===== config.mk =====
export PLATFORM = sky130hd
export DESIGN_NAME = serial_bit_feeder_flat
export DESIGN_NICKNAME = d
export VERILOG_FILES = /design/src/rtl/serial_bit_feeder_if.sv /design/src/rtl/serial_bit_feeder.sv /design/src/flat_wrapper.sv
export SDC_FILE = /design/constraint.sdc
export NUM_CORES = 1
export LEC_CHECK = 0
export ABC_AREA = 1
export BUFFER_PORTS_ARGS = -buffer_cell sky130_fd_sc_hd__buf_2
export CORE_UTILIZATION = 35
export CTS_CLUSTER_SIZE = 28
export DETAILED_ROUTE_END_ITERATION = 10
export PLACE_DENSITY_LB_ADDON = 0.2
export SLEW_MARGIN = 20
export SYNTH_ARGS = -nofsm -noshare
export SYNTH_HDL_FRONTEND = slang
export SYNTH_SLANG_ARGS = --single-unit

===== constraint.sdc =====
create_clock -name clk -period 3.4 [get_ports clk]
set_input_delay 0.17 -clock clk [delete_from_list [all_inputs] [get_ports clk]]
set_output_delay 0.17 -clock clk [all_outputs]
set_load 0.02 [all_outputs]

===== src/rtl/serial_bit_feeder_if.sv =====
`default_nettype none
// ============================================================================
//  Module      : serial_bit_feeder_if
//  Description : Load handshake and serial output bundle of serial_bit_feeder.
//                master = frame source / observer, slave = the feeder.
//  Revision    : 1.0  initial release
// ============================================================================
interface serial_bit_feeder_if #(
   parameter int WIDTH = 20,
   parameter int LEN_W = 5
);
   logic             load_valid;
   logic             load_ready;
   logic [WIDTH-1:0] load_data;
   logic [LEN_W-1:0] load_len;
   logic             x;
   logic             bit_valid;
   logic             first_bit;
   logic             last_bit;
   logic             busy;

   modport master (
      output load_valid, load_data, load_len,
      input  load_ready, x, bit_valid, first_bit, last_bit, busy
   );

   modport slave (
      input  load_valid, load_data, load_len,
      output load_ready, x, bit_valid, first_bit, last_bit, busy
   );
endinterface
`default_nettype wire


===== src/rtl/serial_bit_feeder.sv =====
`default_nettype none
// ============================================================================
//  Module      : serial_bit_feeder
//  Description : Parallel-to-serial stimulus stage. Accepts a word plus a bit
//                count over valid/ready and emits one bit per clk on x with
//                first/last framing strobes. All outputs are registered.
//                Optional inter-frame gap: define SERIAL_BIT_FEEDER_GAP_EN.
//  Revision    : 1.0  initial release
// ============================================================================
module serial_bit_feeder #(
   parameter int WIDTH      = 20,
   parameter int LEN_W      = 5,
   parameter int LSB_FIRST  = 1,
   parameter int GAP_CYCLES = 2
) (
   input wire clk,
   input wire rst,
   serial_bit_feeder_if.slave bus
);

   localparam logic [1:0] c_idle  = 2'd0;
   localparam logic [1:0] c_shift = 2'd1;
   localparam logic [1:0] c_gap   = 2'd2;

`ifdef SERIAL_BIT_FEEDER_GAP_EN
   localparam bit c_gap_on = (GAP_CYCLES > 0);
`else
   localparam bit c_gap_on = 1'b0;
`endif

   localparam int                 c_gap_w     = (GAP_CYCLES > 1) ? $clog2(GAP_CYCLES + 1) : 1;
   localparam logic [c_gap_w-1:0] c_gap_load  = c_gap_w'(GAP_CYCLES);
   localparam logic [c_gap_w-1:0] c_gap_one   = c_gap_w'(1);
   localparam logic [LEN_W-1:0]   c_width_len = LEN_W'(WIDTH);
   localparam logic [LEN_W-1:0]   c_len_one   = LEN_W'(1);

   // State and datapath registers; r_cnt holds the bits left including the one on x
   logic [1:0]         r_state;
   logic [WIDTH-1:0]   r_shreg;
   logic [LEN_W-1:0]   r_cnt;
   logic [c_gap_w-1:0] r_gap;

   // Registered outputs
   logic r_x, r_bit_valid, r_first, r_last, r_busy, r_load_ready;

   logic [1:0]         w_state_nxt;
   logic [WIDTH-1:0]   w_shreg_nxt;
   logic [LEN_W-1:0]   w_cnt_nxt;
   logic [c_gap_w-1:0] w_gap_nxt;
   logic               w_first_nxt;
   logic [WIDTH-1:0]   w_shreg_adv;
   logic               w_x_sel;
   logic               w_x_nxt, w_bit_valid_nxt, w_last_nxt, w_busy_nxt, w_ready_nxt;
   logic [LEN_W-1:0]   w_len_eff;
   logic               w_accept;
   logic               w_start;

   assign w_accept  = bus.load_valid && r_load_ready;
   assign w_len_eff = (bus.load_len > c_width_len) ? c_width_len : bus.load_len;
   // A zero-length load is accepted but never starts a frame
   assign w_start   = w_accept && (w_len_eff != '0);

   // Bit order only changes the shift direction and which end feeds x
   generate
      if (LSB_FIRST != 0) begin : g_lsb_first
         assign w_shreg_adv = r_shreg >> 1;
         assign w_x_sel     = w_shreg_nxt[0];
      end else begin : g_msb_first
         assign w_shreg_adv = r_shreg << 1;
         assign w_x_sel     = w_shreg_nxt[WIDTH-1];
      end
   endgenerate

   // State register with datapath; reset abandons any frame immediately
   always_ff @(posedge clk or posedge rst) begin
      if (rst) begin
         r_state <= c_idle;
         r_shreg <= '0;
         r_cnt   <= '0;
         r_gap   <= '0;
      end else begin
         r_state <= w_state_nxt;
         r_shreg <= w_shreg_nxt;
         r_cnt   <= w_cnt_nxt;
         r_gap   <= w_gap_nxt;
      end
   end

   // Next-state: load on accept, shift while bits remain, then gap or idle
   always_comb begin
      w_state_nxt = r_state;
      w_shreg_nxt = r_shreg;
      w_cnt_nxt   = r_cnt;
      w_gap_nxt   = r_gap;
      w_first_nxt = 1'b0;
      case (r_state)
         c_idle: begin
            if (w_start) begin
               w_state_nxt = c_shift;
               w_shreg_nxt = bus.load_data;
               w_cnt_nxt   = w_len_eff;
               w_first_nxt = 1'b1;
            end
         end
         c_shift: begin
            if (r_cnt != c_len_one) begin
               w_shreg_nxt = w_shreg_adv;
               w_cnt_nxt   = r_cnt - c_len_one;
            end else if (c_gap_on) begin
               w_state_nxt = c_gap;
               w_gap_nxt   = c_gap_load;
               w_shreg_nxt = '0;
               w_cnt_nxt   = '0;
            end else if (w_start) begin
               // Back-to-back: next frame's first bit follows without a bubble
               w_shreg_nxt = bus.load_data;
               w_cnt_nxt   = w_len_eff;
               w_first_nxt = 1'b1;
            end else begin
               w_state_nxt = c_idle;
               w_shreg_nxt = '0;
               w_cnt_nxt   = '0;
            end
         end
         c_gap: begin
            if (r_gap != c_gap_one) begin
               w_gap_nxt = r_gap - c_gap_one;
            end else if (w_start) begin
               w_state_nxt = c_shift;
               w_gap_nxt   = '0;
               w_shreg_nxt = bus.load_data;
               w_cnt_nxt   = w_len_eff;
               w_first_nxt = 1'b1;
            end else begin
               w_state_nxt = c_idle;
               w_gap_nxt   = '0;
            end
         end
         default: begin
            w_state_nxt = c_idle;
            w_shreg_nxt = '0;
            w_cnt_nxt   = '0;
            w_gap_nxt   = '0;
         end
      endcase
   end

   // Output decode of the upcoming state, registered below so outputs are flops
   always_comb begin
      w_x_nxt         = 1'b0;
      w_bit_valid_nxt = 1'b0;
      w_last_nxt      = 1'b0;
      w_busy_nxt      = 1'b0;
      w_ready_nxt     = 1'b1;
      case (w_state_nxt)
         c_shift: begin
            w_x_nxt         = w_x_sel;
            w_bit_valid_nxt = 1'b1;
            w_last_nxt      = (w_cnt_nxt == c_len_one);
            w_busy_nxt      = 1'b1;
            w_ready_nxt     = (w_cnt_nxt == c_len_one) && !c_gap_on;
         end
         c_gap: begin
            w_busy_nxt  = 1'b1;
            w_ready_nxt = (w_gap_nxt == c_gap_one);
         end
         default: begin
            w_ready_nxt = 1'b1;
         end
      endcase
   end

   // Output registers
   always_ff @(posedge clk or posedge rst) begin
      if (rst) begin
         r_x          <= 1'b0;
         r_bit_valid  <= 1'b0;
         r_first      <= 1'b0;
         r_last       <= 1'b0;
         r_busy       <= 1'b0;
         r_load_ready <= 1'b1;
      end else begin
         r_x          <= w_x_nxt;
         r_bit_valid  <= w_bit_valid_nxt;
         r_first      <= w_first_nxt;
         r_last       <= w_last_nxt;
         r_busy       <= w_busy_nxt;
         r_load_ready <= w_ready_nxt;
      end
   end

   assign bus.x          = r_x;
   assign bus.bit_valid  = r_bit_valid;
   assign bus.first_bit  = r_first;
   assign bus.last_bit   = r_last;
   assign bus.busy       = r_busy;
   assign bus.load_ready = r_load_ready;

endmodule
`default_nettype wire


===== src/flat_wrapper.sv =====
// flat-port wrapper written by rule: the top's interface ports become plain ports
module serial_bit_feeder_flat 
#(
   parameter int WIDTH      = 20,
   parameter int LEN_W      = 5,
   parameter int LSB_FIRST  = 1,
   parameter int GAP_CYCLES = 2
)
  (clk, rst, bus_load_valid, bus_load_data, bus_load_len, bus_load_ready, bus_x, bus_bit_valid, bus_first_bit, bus_last_bit, bus_busy);
  serial_bit_feeder_if #(.WIDTH(WIDTH), .LEN_W(LEN_W)) bus_i ();
  input wire clk;
  input wire rst;
  input wire logic [$bits(bus_i.load_valid)-1:0] bus_load_valid;
  input wire logic [$bits(bus_i.load_data)-1:0] bus_load_data;
  input wire logic [$bits(bus_i.load_len)-1:0] bus_load_len;
  output wire logic [$bits(bus_i.load_ready)-1:0] bus_load_ready;
  output wire logic [$bits(bus_i.x)-1:0] bus_x;
  output wire logic [$bits(bus_i.bit_valid)-1:0] bus_bit_valid;
  output wire logic [$bits(bus_i.first_bit)-1:0] bus_first_bit;
  output wire logic [$bits(bus_i.last_bit)-1:0] bus_last_bit;
  output wire logic [$bits(bus_i.busy)-1:0] bus_busy;
  assign bus_i.load_valid = bus_load_valid;
  assign bus_i.load_data = bus_load_data;
  assign bus_i.load_len = bus_load_len;
  assign bus_load_ready = bus_i.load_ready;
  assign bus_x = bus_i.x;
  assign bus_bit_valid = bus_i.bit_valid;
  assign bus_first_bit = bus_i.first_bit;
  assign bus_last_bit = bus_i.last_bit;
  assign bus_busy = bus_i.busy;
  serial_bit_feeder #(.WIDTH(WIDTH), .LEN_W(LEN_W), .LSB_FIRST(LSB_FIRST), .GAP_CYCLES(GAP_CYCLES)) u_core (.clk(clk), .rst(rst), .bus(bus_i));
endmodule

==> results of run 1 <==
## power groups by stage
stage | Clock [uW] | Combinational (uW) | Sequential (uW)
finish | 307 | 1110 | 689
global route | 331 | 1270 | 706
CTS | 314 | 1110 | 688
detailed placement | 0 | 1110 | 694
global placement | 0 | 1100 | 695
floorplan | 0 | 817 | 706
## kinds of logic after synthesis
logic type / after synthesis / synth area share [%]
buffers and inverters: 60 / 11.5
AND/OR/NAND/NOR: 129 / 24.8
adder cells (fa/ha/maj): 10 / 5.46
AO/OA/AOI/OAI: 78 / 19.6
XOR/XNOR: 1 / 0.383
flip-flops: 35 / 38.3
## critical path, stage by stage (launching register included)
cell	delay [ns]
sky130_fd_sc_hd__dfrtp_1	0.43
sky130_fd_sc_hd__inv_1	0.10
sky130_fd_sc_hd__ha_1	0.30
sky130_fd_sc_hd__a21oi_4	0.10
sky130_fd_sc_hd__nor2_2	0.47
sky130_fd_sc_hd__inv_1	0.19
sky130_fd_sc_hd__nand2_1	0.11
sky130_fd_sc_hd__nand2_1	0.07
sky130_fd_sc_hd__inv_1	0.08
sky130_fd_sc_hd__ha_1	0.19
sky130_fd_sc_hd__nand3_1	0.09
sky130_fd_sc_hd__nor2_1	0.11
sky130_fd_sc_hd__nand2_1	0.07
sky130_fd_sc_hd__nand2_1	0.06
## metal layers
layer | routed length, um | part of all wire [%] | vias up
li1 | - | - | 1081
met1 | 2760 | 48 | 1004
met2 | 2720 | 47 | 47
met3 | 185 | 3.2 | 9
met4 | 80 | 1.4 | 0
met5 | 0 | 0 | -
## synth_stat cells
cell                       count  area, um2
sky130_fd_sc_hd__xor2_1        1       8.76
sky130_fd_sc_hd__o21ai_1       7       35.0
sky130_fd_sc_hd__nor3_1        2       10.0
sky130_fd_sc_hd__dfstp_2       1       26.3
sky130_fd_sc_hd__o22ai_1       3       18.8
sky130_fd_sc_hd__buf_2         1       5.00
sky130_fd_sc_hd__ha_1         10        125
sky130_fd_sc_hd__nand3b_1      3       22.5
sky130_fd_sc_hd__clkbuf_1      2       7.51
sky130_fd_sc_hd__a22o_1        1       8.76
sky130_fd_sc_hd__a21oi_1      23        115
sky130_fd_sc_hd__buf_4         3       22.5
sky130_fd_sc_hd__nand3_1      18       90.1
sky130_fd_sc_hd__nor2_2        3       18.8
sky130_fd_sc_hd__nand2_1      72        270
sky130_fd_sc_hd__a21oi_4       1       16.3
sky130_fd_sc_hd__nor2_8        1       20.0
sky130_fd_sc_hd__a21oi_2       1       8.76
sky130_fd_sc_hd__o21ai_0      30        150
sky130_fd_sc_hd__buf_6         3       33.8
sky130_fd_sc_hd__inv_4         1       6.26
sky130_fd_sc_hd__a31oi_1       1       6.26
sky130_fd_sc_hd__nand2_4       1       11.3
sky130_fd_sc_hd__nand4_1       1       6.26
sky130_fd_sc_hd__o211ai_1      3       22.5
sky130_fd_sc_hd__a22oi_1       2       15.0
sky130_fd_sc_hd__inv_2         5       18.8
sky130_fd_sc_hd__and2_1        1       6.26
sky130_fd_sc_hd__nor2_4        1       11.3
sky130_fd_sc_hd__inv_1        44        165
sky130_fd_sc_hd__nor2_1       25       93.8
sky130_fd_sc_hd__dfrtp_1      34        851
sky130_fd_sc_hd__a32oi_1       5       43.8
sky130_fd_sc_hd__buf_1         1       3.75
sky130_fd_sc_hd__nand2_2       1       6.26
sky130_fd_sc_hd__o21ai_2       1       8.76
## stage by stage
step           cells  utilization [%]  power, uW  cell area, um2  hold WS (ns)
6_report         423             40.8       2100            2590       -0.0199
5_1_grt          423             40.8       2310            2590        0.0353
4_1_cts          423             40.8       2110            2590       0.00262
3_5_place_dp     416             39.4       1800            2500         0.311
3_3_place_gp     416             39.4       1800            2500         0.310
2_1_floorplan    313                -       1520            2290         0.324
## area by class of cell
cell class                 instances  area (um2)  area share, %
clock buffer                       6        82.6           3.19
timing repair buffer              36         188           7.24
sequential                        35         877           33.8
inverter                          50         190           7.34
tap                               77        96.3           3.72
multi-input combinational        218        1150           44.5
clock inverter                     1        5.00          0.193
## flip-flops by register name, indices dropped and copies added, names as in the netlist
register and count:
u_core.r_state 2, u_core.bus.last_bit 1, u_core.bus.bit_valid 1, u_core.bus.busy 1
u_core.r_cnt 5, u_core.r_gap 2, u_core.r_shreg 20, u_core.bus.x 1
u_core.bus.load_ready 1, u_core.bus.first_bit 1
## path summary, 6_finish.rpt
| kind | endpoint | slack [ns] |
|---|---|---|
| min in group clk | u_core.r_shreg[7] | 0.18 |
| max reg2reg | u_core.bus.load_ready | 0.97 |
| max | u_core.bus.load_ready | 0.97 |
| min | u_core.bus.first_bit | -0.02 |
| min reg2reg | u_core.r_shreg[9] | 0.49 |
| max in group asynchronous | u_core.bus.load_ready | 3.06 |
==> impl.org, run 1 <==
** Clocking
- Clock-pin slew was measured on the worst setup and hold paths at 0.07 ns.
- TritonCTS clock tree :: built
- Clock latency on the worst-skew pair, taken at its later pin, is 0.28 ns.
- Number of buffers on the longest clock path :: 2
- TritonCTS Sinks :: 35
- Hold buffer count at cts :: 0
- The tree is rooted in a sky130_fd_sc_hd__clkbuf_8.
- Maximum level of the CTS H-tree :: 2
- In this run, CTS created clock tree buffers numbering 5.
- Buffers added to address setup during post-CTS repair amount to 0.
- After clock tree synthesis, the repair step resized 0 gates.

** Routing
- Initial DRT Pass Iterations :: 4
- The first routing iteration left 129 violations.
- Routed via count :: 2,141
- The detail route stage leaves a number of antenna-violating nets equal to 0.
- Vias per std cell :: 5.06
- After detailed routing, the number of remaining DRC violations is 0.
- In the final routed layout, each cell accounts on average for 13.6 um.
- Final Routed Wirelength :: 5.75 mm

** Min path
- The min-delay analysis places its worst path in the category in -> async.

** Critical path
- The worst setup path is captured at a register.
- STA classifies the critical path startpoint as a register.
- At the worst endpoint, the arrival time is 2.65 ns.
- Number of cells on the worst reg-to-reg path :: 13
- WP data required :: 3.62 ns
- Critical Path Source :: u_core.r_state[0]
- Of all nets on the critical path, the largest fanout is 13.
- The worst register-to-register path begins at u_core.r_state[0].
- The critical path in this run is classified as reg -> reg.

** Die
- The floorplan step defined a die boundary enclosing 0.00687 mm2.
- Number of top-level pins :: 34
- The floorplan step defined a core boundary enclosing 0.00635 mm2.
- Total number of placement rows :: 29
- Initial core utilization :: 36.1%
- Die Span X :: 82.9 um
- Floorplan die height :: 82.9 um

** STA
- Setup repair after global routing left no endpoint under its margin.
- Crit path time final :: 2.43 ns
- Largest clock skew in the final design :: 0.00821 ns
- Worst hold margin :: -0.0199 ns
- For the final routed database, the setup TNS stands at 0 ns.
- Based on the critical path, the design can be clocked at up to 412 MHz.
- The final count of hold timing violations is 34.
- Once routing completed, OpenROAD measured the worst setup slack at 0.972 ns.
- The final critical path takes up 71.4% of the cycle.
- Setup violations remaining at the end of the flow were counted as 0.
- Worst slew slack as a fraction of its limit :: 46.0%
- The final count of pins violating max slew is 0.
- Actual slew at the worst max-slew pin :: 0.807 ns

** Global routing
- The initial antenna violation count is 0.
- For met1 alone, demand over resource in global routing was 24.3%.
- Wire length of the first global-routing pass :: 9.79 mm
- Sum of overflow across all layers after global routing :: 0
- Global routing used 17.7% of the available tracks.
- Number of global-route vias before repair :: 2,003
- Global routing consumed, on the met2 layer, 28.8% of the routing resources.
- Entering global routing, the biggest net connects 36 pins.
- For this run, global-route usage on met3 was measured as 3.08%.
- Layer with the highest usage :: met2

** Power
- IR analysis of the VDD net gives a maximum drop of 0.000434 V.
- Total leakage power :: 0.00137 uW
- Relative contribution of the clock network to total power :: 14.6%
- Net switching is 46.2% of the power.
- Internal cell power :: 1130 uW
- Power density relative to cell area :: 811 mW/mm2
- Combinational share of power :: 52.6%
- Sequential cells account for 32.8% of the total power.
- For this design the total switching power over the nets is 972 uW.

** Synthesis
- Part of the Yosys area used for sequential elements :: 38.3%
- Averaged over all synthesized cells, the footprint is 7.32 um2.
- Netlist Area Pre-Place :: 0.00229 mm2
- Count of synthesis-stage warnings from yosys :: 0
- Number of register bits inferred by synthesis :: 35
- Synthesis produced 313 cells.
- Synthesized netlist net count :: 351
- The number of different library cells used by synthesis comes to 36.

** Placed design
- During placement, the flow inserted port buffers numbering 33.
- Placer congestion estimate :: 0.861
- At the placement stage, the worst setup path has a slack of 1.01 ns.
- The wire-length estimate of the detail-placed layout is 4.21 mm.

** Status
- Failing checks :: negative hold slack
- The flow ran to the end, but the final reports show violations.

** Cells and area
- The repair_antennas step left the layout with diodes totalling 0.
- Final layout net count :: 384
- Share of cells above drive strength 1 :: 17.6%
- Most frequent cells in the layout :: sky130_fd_sc_hd__nand2_1 (72), sky130_fd_sc_hd__inv_1 (44), sky130_fd_sc_hd__dfrtp_1 (34)
- Area growth from synthesis to layout :: 13.2%
- Counting the fill cells in the layout gives 699.
- Commonest non-fill, non-tap cell in the layout :: sky130_fd_sc_hd__nand2_1

** Job
- Total of max-cap violations :: 0
(Power assumes the default switching activity.)
==> run 2, diff against run 1 <==
Clock period 3.4 ns to 2.28 ns, I/O delays scaled along.
==> impl.org, run 2 (synthesis gave the netlist of run 1 again) <==
** Clocking
- Number of buffers on the longest clock path :: 2 (unchanged)
- Clock transition time at the flip-flop clock pins of the worst setup and hold paths :: 0.07 ns (about the same)
- The insertion delay to the later sink of the worst-skew pair was 0.29 ns (about the same).
- CTS placed an instance of sky130_fd_sc_hd__clkbuf_8 at the clock tree root.
- The number of buffers created by CTS came to 5 (unchanged).
- TritonCTS clock tree :: built
- TritonCTS Sinks :: 35 (unchanged)
- Maximum level of the CTS H-tree :: 2 (unchanged)

** Cells and area
- The total of fill cells in the finished design came to 682 (-2.4%).
- Area growth from synthesis to layout :: 18.0%
- Final core utilization :: 42.5% (+1.7 points)
- In the layout the commonest cells are sky130_fd_sc_hd__nand2_1 (71), sky130_fd_sc_hd__inv_1 (44), sky130_fd_sc_hd__dfrtp_1 (34).
- The final net count is 396 (+3.1%).
- Register with the most flip-flops :: u_core.r_shreg
- Leaving out fill and tap cells, the most frequent cell in the layout is sky130_fd_sc_hd__nand2_1.
- The multi-input logic area came to 0.00116 mm2 (+1.1%).
- The total inserted antenna cells came to 0 (unchanged).
- Top Registers :: u_core.r_shreg (20), u_core.r_cnt (5)
- The fraction of layout cells with a size suffix above 1 came to 20.3% (+2.7 points).
- Number of flip-flops in the largest register :: 20 (unchanged)
- The non-filler instance count after layout came to 436 (+3.1%).
- The area occupied by registers is 877 um2 (unchanged).

** Min path
- The tightest min-delay check is of the in -> reg type.

** STA
- The headroom to the max-slew limit came to 49.5% (+3.6 points).
- The final clock skew came to 0.00467 ns (-0.00354 ns).
- Actual slew at the worst max-slew pin :: 0.756 ns (-0.0515 ns)
- The setup TNS is 0 ns (unchanged).
- Setup repair after global routing left no endpoint under its margin.
- Crit path time final :: 2.02 ns (-0.407 ns)
- The share of the clock period used by the worst path after layout was 88.6% (+17 points).
- Number of max-slew violations in the final report :: 0 (unchanged)
- The total of endpoints with negative setup slack in the final report came to 0 (unchanged).
- The final count of hold timing violations came to 0 (-100%).
- The timing-limited maximum frequency was 495 MHz (+20%).
- The final worst slack is 0.259 ns (-0.713 ns).

** Placed design
- The setup slack at placement was 0.00435 ns (-1.00 ns).
- The detailed placer's ending HPWL came to 4.27 mm (+1.3%).
- The number of buffers inserted by port buffering is 33 (unchanged).
- The final weighted congestion in routability-driven placement is 0.803 (-6.7%).
- The post-placement cell count is 425 (+2.2%).

** Die
- Floorplan die height :: 82.9 um (unchanged)
- The number of core rows was 29 (unchanged).
- Total core area :: 0.00635 mm2 (unchanged)
- Total Die Area :: 0.00687 mm2 (unchanged)
- Die Span X :: 82.9 um (unchanged)
- The number of ports placed on the die boundary was 34 (unchanged).
- Initial core utilization :: 36.1% (unchanged)

** Routing
- The total wire length came to 5.91 mm (+2.9%).
- Post-route DRC violation count :: 0 (unchanged)
- The via count normalized by instance count came to 4.93 (-2.6%).
- The number of nets with antenna violations after detailed routing came to 0 (unchanged).
- Number of DRC markers after the initial detailed-route iteration :: 100 (-22%)
- The detail-routed net length per standard cell came to 13.6 um (-0.18%).
- Routed via count :: 2,150 (+0.42%)
- Initial DRT Pass Iterations :: 4 (unchanged)

** Critical path
- Worst EP arrival :: 2.25 ns (-0.40 ns)
- WP data required :: 2.51 ns (-1.11 ns)
- STA classifies the critical path endpoint as a register.
- The maximum fanout along the worst path was 5 (-8).
- Startpoint types :: register
- The critical path is of the reg -> reg type.

** Global routing
- Wire length of the first global-routing pass :: 10.0 mm (+2.2%)
- Number of global-route vias before repair :: 2,100 (+4.8%)
- Maximum number of pins on one net before global-route repair :: 36 (unchanged)
- Global-route usage over all layers :: 18.0% (+0.32 points)
- The overall overflow remaining after global route is 0 (unchanged).
- Number of antenna violations at the first check in global routing :: 0 (unchanged)

** Power
- The static leakage is 0.00142 uW (+3.9%).
- Maximum vdd drop :: 0.000597 V (+38%)
- Total power consumption of the routed design :: 3230 uW (+54%)
- The power density normalized to cell area came to 1190 mW/mm2 (+47%).

** Status
- The run finished with clean final reports.

** Job
- Total of max-cap violations :: 0 (unchanged)
## run 2: cell count changes in the layout (fill, tap and decap cells not counted), moves of 2 or more
cell | previous run | this run
sky130_fd_sc_hd__clkbuf_1 | 0 | 3
sky130_fd_sc_hd__ha_2 | 0 | 2
sky130_fd_sc_hd__buf_4 | 3 | 13
sky130_fd_sc_hd__ha_1 | 10 | 8
## run 2: area by class of cell
class,count,share of cell area [%]
Clock buffer,8,2.96
Inverter,50,7.04
Multi-Input combinational cell,218,43.1
Sequential cell,35,32.5
Tap cell,77,3.57
Timing Repair Buffer,48,10.8
## run 2: worst max-delay path, stage by stage (launching register included)
cell	delay, ns
sky130_fd_sc_hd__dfrtp_1	0.44
sky130_fd_sc_hd__ha_2	0.26
sky130_fd_sc_hd__inv_1	0.09
sky130_fd_sc_hd__nor2_4	0.13
sky130_fd_sc_hd__buf_4	0.15
sky130_fd_sc_hd__inv_1	0.05
sky130_fd_sc_hd__nand2_1	0.06
sky130_fd_sc_hd__o21ai_1	0.06
sky130_fd_sc_hd__nand2_1	0.06
sky130_fd_sc_hd__nand2_1	0.07
sky130_fd_sc_hd__inv_1	0.08
sky130_fd_sc_hd__ha_2	0.19
sky130_fd_sc_hd__nand3_1	0.09
sky130_fd_sc_hd__nor2_1	0.11
sky130_fd_sc_hd__nand2_1	0.07
sky130_fd_sc_hd__nand2_1	0.06
## run 2: power breakdown
part / switching [uW] / internal (uW)
sequential: 131 / 883
combinational: 1120 / 647
clock: 232 / 218
total: 1480 / 1750
## run 2: layer usage
metal | track usage [%] | share of wire, % | vias to the layer above
met1 | 23.5 | 48 | 1001
met4 | 4.55 | 1.1 | 0
li1 | - | - | 1101
met5 | 0 | 0 | -
met3 | 3.78 | 3.6 | 7
met2 | 30.3 | 47 | 41
## run 2: stage by stage
| step | instance area, um2 | hold slack [ns] |
|---|---|---|
| finish | 2700 | 0.127 |
| global route | 2700 | 0.144 |
| CTS | 2670 | 0.116 |
| detailed placement | 2570 | 0.261 |
| global placement | 2570 | 0.254 |
| floorplan | 2290 | 0.268 |
## run 2: worst paths after layout
path                                   startpoint  slack (ns)  cells after the start                    end
min in group asynchronous                     rst        0.48                      4   u_core.bus.first_bit
worst max register to register  u_core.r_state[1]        0.26                     15  u_core.bus.load_ready
worst max-delay path            u_core.r_state[1]        0.26                     15  u_core.bus.load_ready
max in group asynchronous                     rst        1.46                      4  u_core.bus.load_ready
worst min register to register  u_core.r_shreg[9]        0.48                      2      u_core.r_shreg[9]
worst min-delay path             bus_load_data[7]        0.13                      3      u_core.r_shreg[7]
## run 2: repair_timing
| item | CTS | global route |
|---|---|---|
| setup buffers | 0 | 2 |
| hold endpoints to repair | 34 | 0 |
| hold buffers | 1 | 0 |
| pin swaps | 0 | 1 |
| resized for setup | 2 | 6 |
| setup endpoints to repair | 4 | 2 |
==> run 3, diff against run 2 <==
Settings changed: ABC_CLOCK_PERIOD_IN_PS set to 2280, REMOVE_ABC_BUFFERS set to 1.
==> impl.org, run 3 (synthesis gave the netlist of run 1 again) <==
** STA
- The final clock skew is 0.00313 ns (-0.00154 ns).
- Crit path time final :: 2.04 ns (+0.0200 ns)
- Setup repair after global routing left no endpoint under its margin.
- The headroom to the max-slew limit was 69.7% (+20 points).
- Number of max-slew violations in the final report :: 0 (unchanged)
- Final hold violation count :: 0 (unchanged)
- Final setup fails :: 0 (unchanged)
- Final-layout setup total negative slack :: 0 ns (unchanged)
- Final cycle utilization of the critical path :: 89.5% (+0.88 points)
- The transition time at the pin with the least slew margin was 0.454 ns (-0.302 ns).
- Setup slack of the critical path after layout :: 0.239 ns (-0.0200 ns)
- The timing-limited maximum frequency came to 490 MHz (-0.98%).

** Cells and area
- Share of cells above drive strength 1 :: 19.4% (-0.90 points)
- Register with the most flip-flops :: u_core.r_shreg
- Final layout net count :: 392 (-1.0%)
- The flip-flop count of the largest register after layout was 20 (unchanged).
- Commonest non-fill, non-tap cell in the layout :: sky130_fd_sc_hd__nand2_1
- The largest registers in the layout are u_core.r_shreg (20), u_core.r_cnt (5).
- Most frequent cells in the layout :: sky130_fd_sc_hd__nand2_1 (72), sky130_fd_sc_hd__inv_1 (44), sky130_fd_sc_hd__dfrtp_1 (34)
- Number of fill cells :: 656 (-3.8%)
- Area growth from synthesis to layout :: 17.3%
- The cell area after layout was 0.00269 mm2 (-0.60%).
- The total inserted antenna cells was 0 (unchanged).

** Routing
- Routed via count :: 2,144 (-0.28%)
- Number of DRC markers after the initial detailed-route iteration :: 83 (-17%)
- The total wire length came to 5.80 mm (-2.0%).
- The number of DRC violations after detailed routing is 0 (unchanged).
- WL/cell :: 13.4 um (-1.1%)
- Vias per std cell :: 4.96 (+0.64%)
- Post-route antenna net violation count :: 0 (unchanged)
- The total iterations of the first detailed-routing run came to 4 (unchanged).

** Die
- The die footprint is 0.00687 mm2 (unchanged).
- Initial core utilization :: 36.1% (unchanged)
- The number of ports placed on the die boundary was 34 (unchanged).
- Total core area :: 0.00635 mm2 (unchanged)
- The y dimension of the die is 82.9 um (unchanged).
- Die Span X :: 82.9 um (unchanged)
- Total number of placement rows :: 29 (unchanged)

** Status
- The flow ran to the end, and the final reports show no timing, DRC or antenna violations.

** Power
- The power share of the clock group was 17.7% (+3.8 points).
- Combinational share of power :: 51.2% (-3.4 points)
- The share of total power consumed by net switching came to 44.5% (-1.3 points).
- The sequential share of power is 31.1% (-0.3 points).
- The worst vdd rail ir drop was 0.000693 V (+16%).
- Internal cell power :: 1830 uW (+4.8%)
- Power density relative to cell area :: 1230 mW/mm2 (+2.9%)
- Total leakage power :: 0.00142 uW (-0.24%)
- The switching power came to 1470 uW (-0.71%).
- The overall power of the completed layout was 3300 uW (+2.3%).

** Global routing
- Wire length of the first global-routing pass :: 9.81 mm (-2.0%)
- Number of global-route vias before repair :: 2,043 (-2.7%)
- The maximum number of pins on one net before global-route repair came to 36 (unchanged).
- Global-route usage over all layers :: 17.8% (-0.22 points)
- Sum of overflow across all layers after global routing :: 0 (unchanged)
- Number of antenna violations at the first check in global routing :: 0 (unchanged)

** Critical path
- The worst setup path is of the reg -> reg kind.
- The arrival time of data at the critical path endpoint was 2.27 ns (+0.02 ns).
- WP data required :: 2.51 ns (about the same)
- Maximum net fanout on the critical path :: 16 (+11)
- STA classifies the critical path endpoint as a register.
- Startpoint types :: register

** Job
- The number of max-cap violations was 0 (unchanged).

** Clocking
- Clock tree synthesis selected as its root buffer the cell sky130_fd_sc_hd__clkbuf_8.
- Number of buffers on the longest clock path :: 2 (unchanged)
- Post-CTS Setup Inserts :: 0 (unchanged)
- TritonCTS clock tree :: built
- The clock input transition at the sequential cells of the worst setup and hold paths was 0.07 ns (about the same).
- Total clock buffers created by CTS :: 5 (unchanged)
- The sink count of the clock tree came to 35 (unchanged).
- Clock latency of the later-clocked register in the worst-skew pair :: 0.29 ns (about the same)
- Maximum level of the CTS H-tree :: 2 (unchanged)

** Placed design
- The setup slack at placement is 0.245 ns (+0.241 ns).
- The final weighted congestion in routability-driven placement was 0.895 (+11%).
- Port Buf Inserts :: 33 (unchanged)
- The detailed placer's ending HPWL was 4.31 mm (+1.1%).
- The cell area after placement came to 0.00255 mm2 (-0.58%).

** Min path
- Class of the tightest hold or removal check :: in -> reg
[run 3: cell types whose count changed in the layout (fill, tap and decap cells not counted), moves of 2 or more]
| cell | before | now |
|---|---|---|
| sky130_fd_sc_hd__ha_1 | 8 | 10 |
| sky130_fd_sc_hd__buf_4 | 13 | 10 |
| sky130_fd_sc_hd__ha_2 | 2 | 0 |
| sky130_fd_sc_hd__clkbuf_1 | 3 | 0 |
[run 3: final timing paths]
path	start	cells past startpoint	slack (ns)	to
worst max-delay path	u_core.r_cnt[0]	12	0.24	u_core.bus.x
worst min-delay path	bus_load_data[7]	3	0.12	u_core.r_shreg[7]
worst max register to register	u_core.r_cnt[0]	12	0.24	u_core.bus.x
worst min register to register	u_core.r_shreg[9]	2	0.49	u_core.r_shreg[9]
max in group asynchronous	rst	4	1.48	u_core.bus.load_ready
min in group asynchronous	rst	4	0.46	u_core.bus.first_bit
[run 3: critical path: stages (launching register included)]
cell and delay (ns):
sky130_fd_sc_hd__dfrtp_1 0.44, sky130_fd_sc_hd__ha_1 0.21, sky130_fd_sc_hd__inv_1 0.08, sky130_fd_sc_hd__nor2_2 0.05, sky130_fd_sc_hd__nand2_4 0.07, sky130_fd_sc_hd__buf_4 0.21, sky130_fd_sc_hd__inv_4 0.09, sky130_fd_sc_hd__nor2_8 0.17
sky130_fd_sc_hd__inv_2 0.10, sky130_fd_sc_hd__o21ai_1 0.18, sky130_fd_sc_hd__a21oi_1 0.08, sky130_fd_sc_hd__a21oi_2 0.16, sky130_fd_sc_hd__and2_1 0.14
[run 3: final cells by class]
type                    instances  area (um2)  area share [%]
clock inverters                 2        35.0            1.30
flip-flops and latches         35         877            32.7
well taps                      77        96.3            3.59
repair buffers                 44         250            9.32
multi-input cells             218        1150            43.0
inverters                      50         190            7.08
clock buffers                   6        82.6            3.08
[run 3: timing repair]
action	in CTS	in global routing
gates resized for setup	0	1
endpoints found under the hold margin	34	0
setup endpoints to repair	0	1
hold buffers	1	0
[run 3: per-stage QoR]
| step | std cells | hold WS [ns] | util [%] |
|---|---|---|---|
| after floorplan | 303 | 0.268 | - |
| after global routing | 432 | 0.152 | 42.3 |
| after detailed placement | 423 | 0.245 | 40.2 |
| after CTS | 432 | 0.114 | 42.2 |
| final | 432 | 0.120 | 42.3 |
| after global placement | 423 | 0.245 | 40.2 |
[run 3: power by group through the flow]
stage                     sequential (uW)  combinational, uW  clock [uW]
after floorplan                      1050               1170           0
after global placement               1030               1690           0
after detailed placement             1030               1690           0
after CTS                            1030               1700         599
after global routing                 1060               1950         624
final                                1030               1690         583
[run 3: layer usage]
metal,global-route usage [%],vias up,share of wire [%]
li1,-,1094,-
met1,25.3,983,49
met2,26.9,57,45
met3,3.78,10,5.0
met4,5.80,0,1.4
met5,0,-,0
